### config.mk
export PLATFORM = sky130hd
export DESIGN_NAME = pipe_stage_skid
export DESIGN_NICKNAME = d
export VERILOG_FILES = /design/src/rtl/pipe_stage_skid.sv
export SDC_FILE = /design/constraint.sdc
export NUM_CORES = 1
export LEC_CHECK = 0
export CAP_MARGIN = 40
export CORE_UTILIZATION = 28
export DETAILED_ROUTE_END_ITERATION = 12
export DONT_BUFFER_PORTS = 1
export MAX_ROUTING_LAYER = met4
export SLEW_MARGIN = 20
export SYNTH_ARGS = -nofsm -noshare
export SYNTH_HDL_FRONTEND = slang
export SYNTH_SLANG_ARGS = --single-unit
### constraint.sdc
create_clock -name clk -period 1.6 [get_ports clk]
set_input_delay 0.32 -clock clk [delete_from_list [all_inputs] [get_ports clk]]
set_output_delay 0.32 -clock clk [all_outputs]
set_load 0.1 [all_outputs]
### src/rtl/pipe_stage_skid.sv
// Valid/ready pipeline stage with a 2-entry skid buffer, flush and per-transfer kill.
// Optional stall counter enabled by defining PIPE_STAGE_PERF_EN.
module pipe_stage_skid #(
   parameter int unsigned           DATA_W  = 64,
   parameter int unsigned           WEN_BIT = 0,
   parameter logic [DATA_W-1:0]     RST_VAL = '0
) (
   input  logic              clk,
   input  logic              rst_n,
   input  logic              in_valid,
   output logic              in_ready,
   input  logic [DATA_W-1:0] in_data,
   input  logic              in_kill,
   input  logic              flush,
   output logic              out_valid,
   input  logic              out_ready,
   output logic [DATA_W-1:0] out_data,
   output logic [31:0]       stall_cnt
);

   // Encoding is {skid_valid, main_valid}, so both handshake outputs come straight from flops.
   typedef enum logic [1:0] {
      EMPTY = 2'b00,
      ONE   = 2'b01,
      FULL  = 2'b11
   } state_e;

   state_e            state_q, state_d;
   logic [DATA_W-1:0] main_q, main_d;
   logic [DATA_W-1:0] skid_q, skid_d;
   logic [DATA_W-1:0] word_s;
   logic              accept_s;
   logic              drain_s;

   assign in_ready  = ~state_q[1];
   assign out_valid = state_q[0];
   assign out_data  = main_q;
   assign accept_s  = in_valid & ~state_q[1];
   assign drain_s   = state_q[0] & out_ready;

   // Incoming word with the write-enable bit squashed by kill.
   always_comb begin
      word_s          = in_data;
      word_s[WEN_BIT] = in_data[WEN_BIT] & ~in_kill;
   end

   // Next-state and payload routing; flush overrides any accept or drain.
   always_comb begin
      state_d = state_q;
      main_d  = main_q;
      skid_d  = skid_q;
      if (flush) begin
         state_d = EMPTY;
         main_d  = RST_VAL;
         skid_d  = RST_VAL;
      end else begin
         case (state_q)
            EMPTY: begin
               if (accept_s) begin
                  state_d = ONE;
                  main_d  = word_s;
               end else begin
                  state_d = EMPTY;
               end
            end
            ONE: begin
               if (accept_s && drain_s) begin
                  state_d = ONE;
                  main_d  = word_s;
               end else if (accept_s) begin
                  state_d = FULL;
                  skid_d  = word_s;
               end else if (drain_s) begin
                  state_d = EMPTY;
               end else begin
                  state_d = ONE;
               end
            end
            FULL: begin
               if (drain_s) begin
                  state_d = ONE;
                  main_d  = skid_q;
                  skid_d  = RST_VAL;
               end else begin
                  state_d = FULL;
               end
            end
            default: begin
               state_d = EMPTY;
               main_d  = RST_VAL;
               skid_d  = RST_VAL;
            end
         endcase
      end
   end

   // State and payload registers.
   always_ff @(posedge clk or negedge rst_n) begin
      if (!rst_n) begin
         state_q <= EMPTY;
         main_q  <= RST_VAL;
         skid_q  <= RST_VAL;
      end else begin
         state_q <= state_d;
         main_q  <= main_d;
         skid_q  <= skid_d;
      end
   end

`ifdef PIPE_STAGE_PERF_EN
   logic [31:0] stall_q, stall_d;

   // Saturating stall counter; flush deliberately leaves it alone.
   always_comb begin
      if (state_q[0] && !out_ready && (stall_q != 32'hFFFF_FFFF)) begin
         stall_d = stall_q + 32'd1;
      end else begin
         stall_d = stall_q;
      end
   end

   // Stall counter register.
   always_ff @(posedge clk or negedge rst_n) begin
      if (!rst_n) begin
         stall_q <= 32'd0;
      end else begin
         stall_q <= stall_d;
      end
   end

   assign stall_cnt = stall_q;
`else
   assign stall_cnt = 32'd0;
`endif

endmodule

==> results.md, run 1 <==
* Clock slew at reported path FFs at 0.06 ns
* CP Class: flop to output port
* Instance count on the critical path at 2
* Via density per instance at 4.94
* Ys Warns at 0
* Final period utilization at 0.968
* Post-route ant nets at 0
* Die Y at 152 µm
* Worst-Skew Late Latency at 0.41 ns
* CTS tree: done
* Maximum root-to-sink buffer count at 2
* Syn_area_per_cell at 11.5 µm²
* Dpl ws at -0.0111 ns
* Final cell count without fillers at 896
* Flops & latches, synth at 130
* Placed cells at 861
* CP bufs+invs at 2
* Core area at 0.0219 mm²
* Hold WC Path Type: input port to asynchronous set/reset pin
* Worst clock skew at 0.0181 ns
* Number of global-route vias before repair at 4,643
* Critical Path End Type: output port
* # DRC at 0
* Crit-path max cell delay at 0.47 ns
* Total power draw at 8.95 mW
* Per-cell routed wire length at 19.0 µm
* Synth area leaders: dfrtp_1, mux2i_1, a22oi_1, o2bb2ai_1, nand2b_1
* Largest net degree at the start of global routing at 131
* Endpoints failing setup at 0
* Netlist cell types at 26
* Cells after Synth at 548
* Clk sinks at 130
* Vias at 4,422
* Worst VDD drop at 615 µV
* Reg2reg start: state_q[0]
* Row count at 54
* Crit path from: state_q[0]
* CP top delay family: flip-flops
* Gr usage total at 0.152
* Sequential-to-total area share from yosys stat at 0.518
* Hold Fails Final Rpt at 130
* CP endpoint: out_valid
* Area leader, netlist: dfrtp_1
* WL final at 17,000 µm
* Hold_ws at -0.393 ns
* Synthesized area at 0.00628 mm²
* Setup slack, reg-to-reg at 0.05 ns
* Power Density at 1170 mW/mm²
* Most common cell after layout, fill and taps aside: dfrtp_1
* Worst path cell trace: buf_4 -> buf_6
* IO Pins at 168
* PortBufs at 0
* CTS hold repair buffers at 1
* Starting density of the core at 0.287
* Die area at 0.0230 mm²
* H-tree levels at 4
* Crit path DAT at 1.23 ns
* Drt pass-1 iters at 5
* Worst EP required at 1.28 ns
* Status: complete, but fails checks
* RR Endpoint: skid_q[16]
* GRT Residual Overflow at 0
* Top-area cell type share of the netlist area at 0.518
* Final GP Congestion at 0.726
* Worst Reg-to-Reg Cells at 5
* Nets at 675
* Commonest cells after routing, fill and taps aside: dfrtp_1, buf_4, nand2b_1
* MaxCap Viol Count at 0
* Initial antenna violation count at 0
* Die Wd at 152 µm
* HPWL after detailed placement at 10,400 µm
* Clock Root Buffer: clkbuf_16
* Leakage power at 3.28 nW
* Area growth, synth to finish at 22.1%
* Slowest-stage cell, CP: dfrtp_4
* Total CTS buffers at 17
* Design area at 0.00766 mm²
* Fmax at 0.646 GHz
* FF+latch area at 0.00326 mm²
* Fin crit period at 1.55 ns
* Layout cells sized above 1 at 0.216
* First-pass GRT wire length at 25,600 µm
* Drt first-iter violations at 199
* Startpoint Class: flop
* Failing checks: negative hold slack
* Final Worst Setup Slack at 0.0510 ns
* Slew Viols, Final at 0
* Fillcell total at 2,170
* Crit Path Max Fanout at 5
* Placed Area at 0.00697 mm²
* Area of the multi-input gates at 0.00265 mm²
==> cells by family (layout without fill, tap and decap cells) <==
logic type / count (synthesis) / count (layout) / share of synthesized area
DFF: 130 / 130 / 0.518
muxes: 65 / 65 / 0.104
AOI/OAI and AO/OA: 132 / 132 / 0.180
and+or+nand+nor: 138 / 138 / 0.113
other: 1 / 33 / 0.000598
buffers and inverters: 82 / 118 / 0.0841
==> flip-flops by register name (all words and copies together), names as in the netlist <==
signal    flops
state_q       2
skid_q       64
out_data     64
==> worst min path at each step <==
| stage | slack [ns] | endpoint | cells after the start | from |
|---|---|---|---|---|
| floorplan | 0.02 | out_data[0] | 0 | rst_n |
| global placement | 0.03 | skid_q[50] | 0 | rst_n |
| detailed placement | 0.03 | skid_q[48] | 0 | rst_n |
| CTS | -0.42 | skid_q[61] | 0 | rst_n |
| global route | -0.42 | out_data[61] | 0 | rst_n |
| finish | -0.39 | skid_q[61] | 0 | rst_n |
==> cell type report <==
class | count | share of cell area
Sequential cell | 130 | 0.425
Clock inverter | 6 | 0.00751
Inverter | 2 | 0.00163
Antenna cell | 1 | 0.000327
Tap cell | 280 | 0.0457
Multi-Input combinational cell | 367 | 0.346
Timing Repair Buffer | 87 | 0.111
Clock buffer | 23 | 0.0624
==> through the flow <==
stage,utilization,TNS (ns)
floorplan,-,-2.05
finish,0.350,0
CTS,0.346,-0.00291
global route,0.350,-0.00257
detailed placement,0.318,-0.0142
global placement,0.318,0
==> power by group <==
| part | leakage, nW | internal (mW) | switching (mW) | total (mW) |
|---|---|---|---|---|
| Clock | 0.265 | 2.22 | 1.37 | 3.59 |
| Sequential | 1.77 | 3.42 | 0.0555 | 3.47 |
| Combinational | 1.24 | 0.402 | 1.48 | 1.88 |
| Total | 3.28 | 6.04 | 2.90 | 8.95 |
==> cells in the mapped netlist (all sizes together) <==
cell type  count
nand2b        66
buf           63
a22oi         63
a21oi          4
o2bb2ai       63
mux2i         65
nand3b         1
conb           1
nor2           1
a311oi         1
clkbuf        17
nor2b          1
nor3b          2
or2            1
dfrtp        130
nor3           1
o21ai          1
inv            2
and2           1
nand2         63
or3            1
==> routing by layer <==
metal,vias up,track usage,wire length (µm)
li1,2007,-,-
met1,2263,0.190,7690
met2,144,0.235,8060
met3,8,0.0488,1170
met4,0,0.0386,117
met5,-,-,0
==> worst reg2reg max path: cells and delay by family, from the launching register on <==
family                 cells  cell delay (ns)
buffers and inverters      2             0.35
DFF                        1             0.40
muxes                      2             0.52
and+or+nand+nor            1             0.18
==> repair_timing <==
action | CTS | global route
pin swaps | 0 | 0
buffers inserted | 0 | 1
gates cloned | 1 | 2
endpoints found under the hold margin | 133 | 130
setup endpoints to repair | 23 | 24
gates resized for setup | 5 | 4
No activity file was read; power rests on OpenSTA's default activity.
==> inputs of run 2 (changes only) <==
- CTS_CLUSTER_SIZE: default -> 20
==> results of run 2 <==
Final layout, timing and power as in run 1 (identical DEF).
==> inputs of run 3 (changes only) <==
- TNS_END_PERCENT: default -> 20
==> run 3 against run 2 <==
- the flow still finishes with violations (negative hold slack)
- combinational power about the same
- utilization down 0.18 points
- total power about the same
- fmax down 1.3%
- worst hold slack about the same
- sequential share of layout area up 0.22 points
==> results.md, run 3 (synthesis gave the netlist of run 1 again) <==
* Starting density of the core at 0.287
* Logic pwr share at 0.210
* Crit Path Max Fanout at 20
* Clk sinks at 130
* Layout cells sized above 1 at 0.213
* CTS tree: done
* Critical Path End Type: flop
* Post-route ant nets at 0
* Fin crit period at 1.57 ns
* Final period utilization at 0.981
* Sw frac at 0.325
* Unrepaired setup endpoints after global routing: true
* Hold Fails Final Rpt at 130
* Nets at 674
* Power Density at 1170 mW/mm²
* Vias at 4,388
* GRT Residual Overflow at 0
* HPWL after detailed placement at 10,400 µm
* Slew Viols, Final at 0
* Clock slew at reported path FFs at 0.06 ns
* Die Y at 152 µm
* WL final at 16,900 µm
* IO Pins at 168
* Fmax at 0.637 GHz
* H-tree levels at 4
* Clock network fraction of total power at 0.402
* Leakage power at 3.26 nW
* Worst EP required at 1.92 ns
* Drt pass-1 iters at 4
* Final GP Congestion at 0.726
* Commonest cells after routing, fill and taps aside: dfrtp_1, buf_4, nand2b_1
* Per-cell routed wire length at 18.8 µm
* Maximum root-to-sink buffer count at 2
* Startpoint Class: flop
* Die area at 0.0230 mm²
* CTS hold repair buffers at 1
* Worst-Skew Late Latency at 0.41 ns
* Most common cell after layout, fill and taps aside: dfrtp_1
* Hold WC Path Type: input port to asynchronous set/reset pin
* Row count at 54
* Worst VDD drop at 617 µV
* Number of global-route vias before repair at 4,643
* Gr usage total at 0.152
* Internal power at 6.04 mW
* CP Class: flop to flop
* Hold_ws at -0.393 ns
* Endpoints failing setup at 0
* Flop pwr share at 0.388
* Status: complete, but fails checks
* # DRC at 0
* Sw Pwr at 2.90 mW
* Area growth, synth to finish at 21.4%
* Clock Root Buffer: clkbuf_16
* Die Wd at 152 µm
* Via density per instance at 4.90
* Failing checks: negative hold slack
* Total power draw at 8.94 mW
* Largest net degree at the start of global routing at 131
* Crit path DAT at 1.89 ns
* MaxCap Viol Count at 0
* Core area at 0.0219 mm²
* Drt first-iter violations at 204
* Initial antenna violation count at 0
* Worst clock skew at 0.0159 ns
* PortBufs at 0
* First-pass GRT wire length at 25,600 µm
* Fillcell total at 2,173
* Total CTS buffers at 17
==> run 3: worst paths after layout <==
kind,start,end,slack [ns],cells after the start
min,rst_n,skid_q[61],-0.39,0
max reg2reg,state_q[1],skid_q[16],0.03,5
min in group clk,in_data[57],skid_q[57],0.04,2
max,state_q[1],skid_q[16],0.03,5
max in group asynchronous,rst_n,skid_q[26],1.77,0
min reg2reg,out_data[32],out_data[32],0.49,1
==> run 3: layout make-up <==
| class | instances | area, µm² | share of cell area |
|---|---|---|---|
| diodes | 1 | 2.50 | 0.000328 |
| clock inverters | 6 | 57.6 | 0.00755 |
| clock buffers | 23 | 478 | 0.0627 |
| repair buffers | 86 | 818 | 0.107 |
| inverters | 2 | 12.5 | 0.00164 |
| flip-flops and latches | 130 | 3260 | 0.428 |
| multi-input cells | 367 | 2640 | 0.347 |
| well taps | 280 | 350 | 0.0460 |
==> run 3: critical path, stage by stage (launching register included) <==
cell and delay, ns:
dfrtp_2 0.47, nand2b_1 0.22, mux2i_4 0.18, buf_12 0.16, buf_12 0.19, mux2i_1 0.24
==> run 3: routing by layer <==
layer	global-route usage	part of all wire
met1	0.190	0.45
met2	0.235	0.47
met3	0.0488	0.067
met4	0.0386	0.0073
met5	-	0
==> run 3: power by group through the flow <==
stage / clock network (mW) / logic, mW / registers, mW
final: 3.60 / 1.87 / 3.47
after global routing: 3.85 / 1.94 / 3.49
after CTS: 3.71 / 1.86 / 3.47
after detailed placement: 0 / 1.85 / 3.53
after global placement: 0 / 1.83 / 3.53
after floorplan: 0 / 0.809 / 4.32
==> run 3: what timing repair did <==
| action | CTS | global route |
|---|---|---|
| gates cloned | 1 | 1 |
| buffers inserted | 0 | 1 |
| hold endpoints to repair | 133 | 130 |
| resized for setup | 5 | 2 |
| setup endpoints to repair | 23 | 24 |
==> run 3: stage by stage <==
| stage | setup TNS, ns | utilization | std cells | area, µm² | worst slack [ns] |
|---|---|---|---|---|---|
| after floorplan | -2.05 | - | 579 | 6410 | -0.0341 |
| after global placement | 0 | 0.318 | 861 | 6970 | 0.0386 |
| after detailed placement | -0.0142 | 0.318 | 861 | 6970 | -0.0111 |
| after CTS | -0.00291 | 0.346 | 892 | 7570 | -0.00291 |
| after global routing | -0.0533 | 0.348 | 894 | 7620 | -0.0188 |
| final | 0 | 0.348 | 895 | 7620 | 0.0308 |
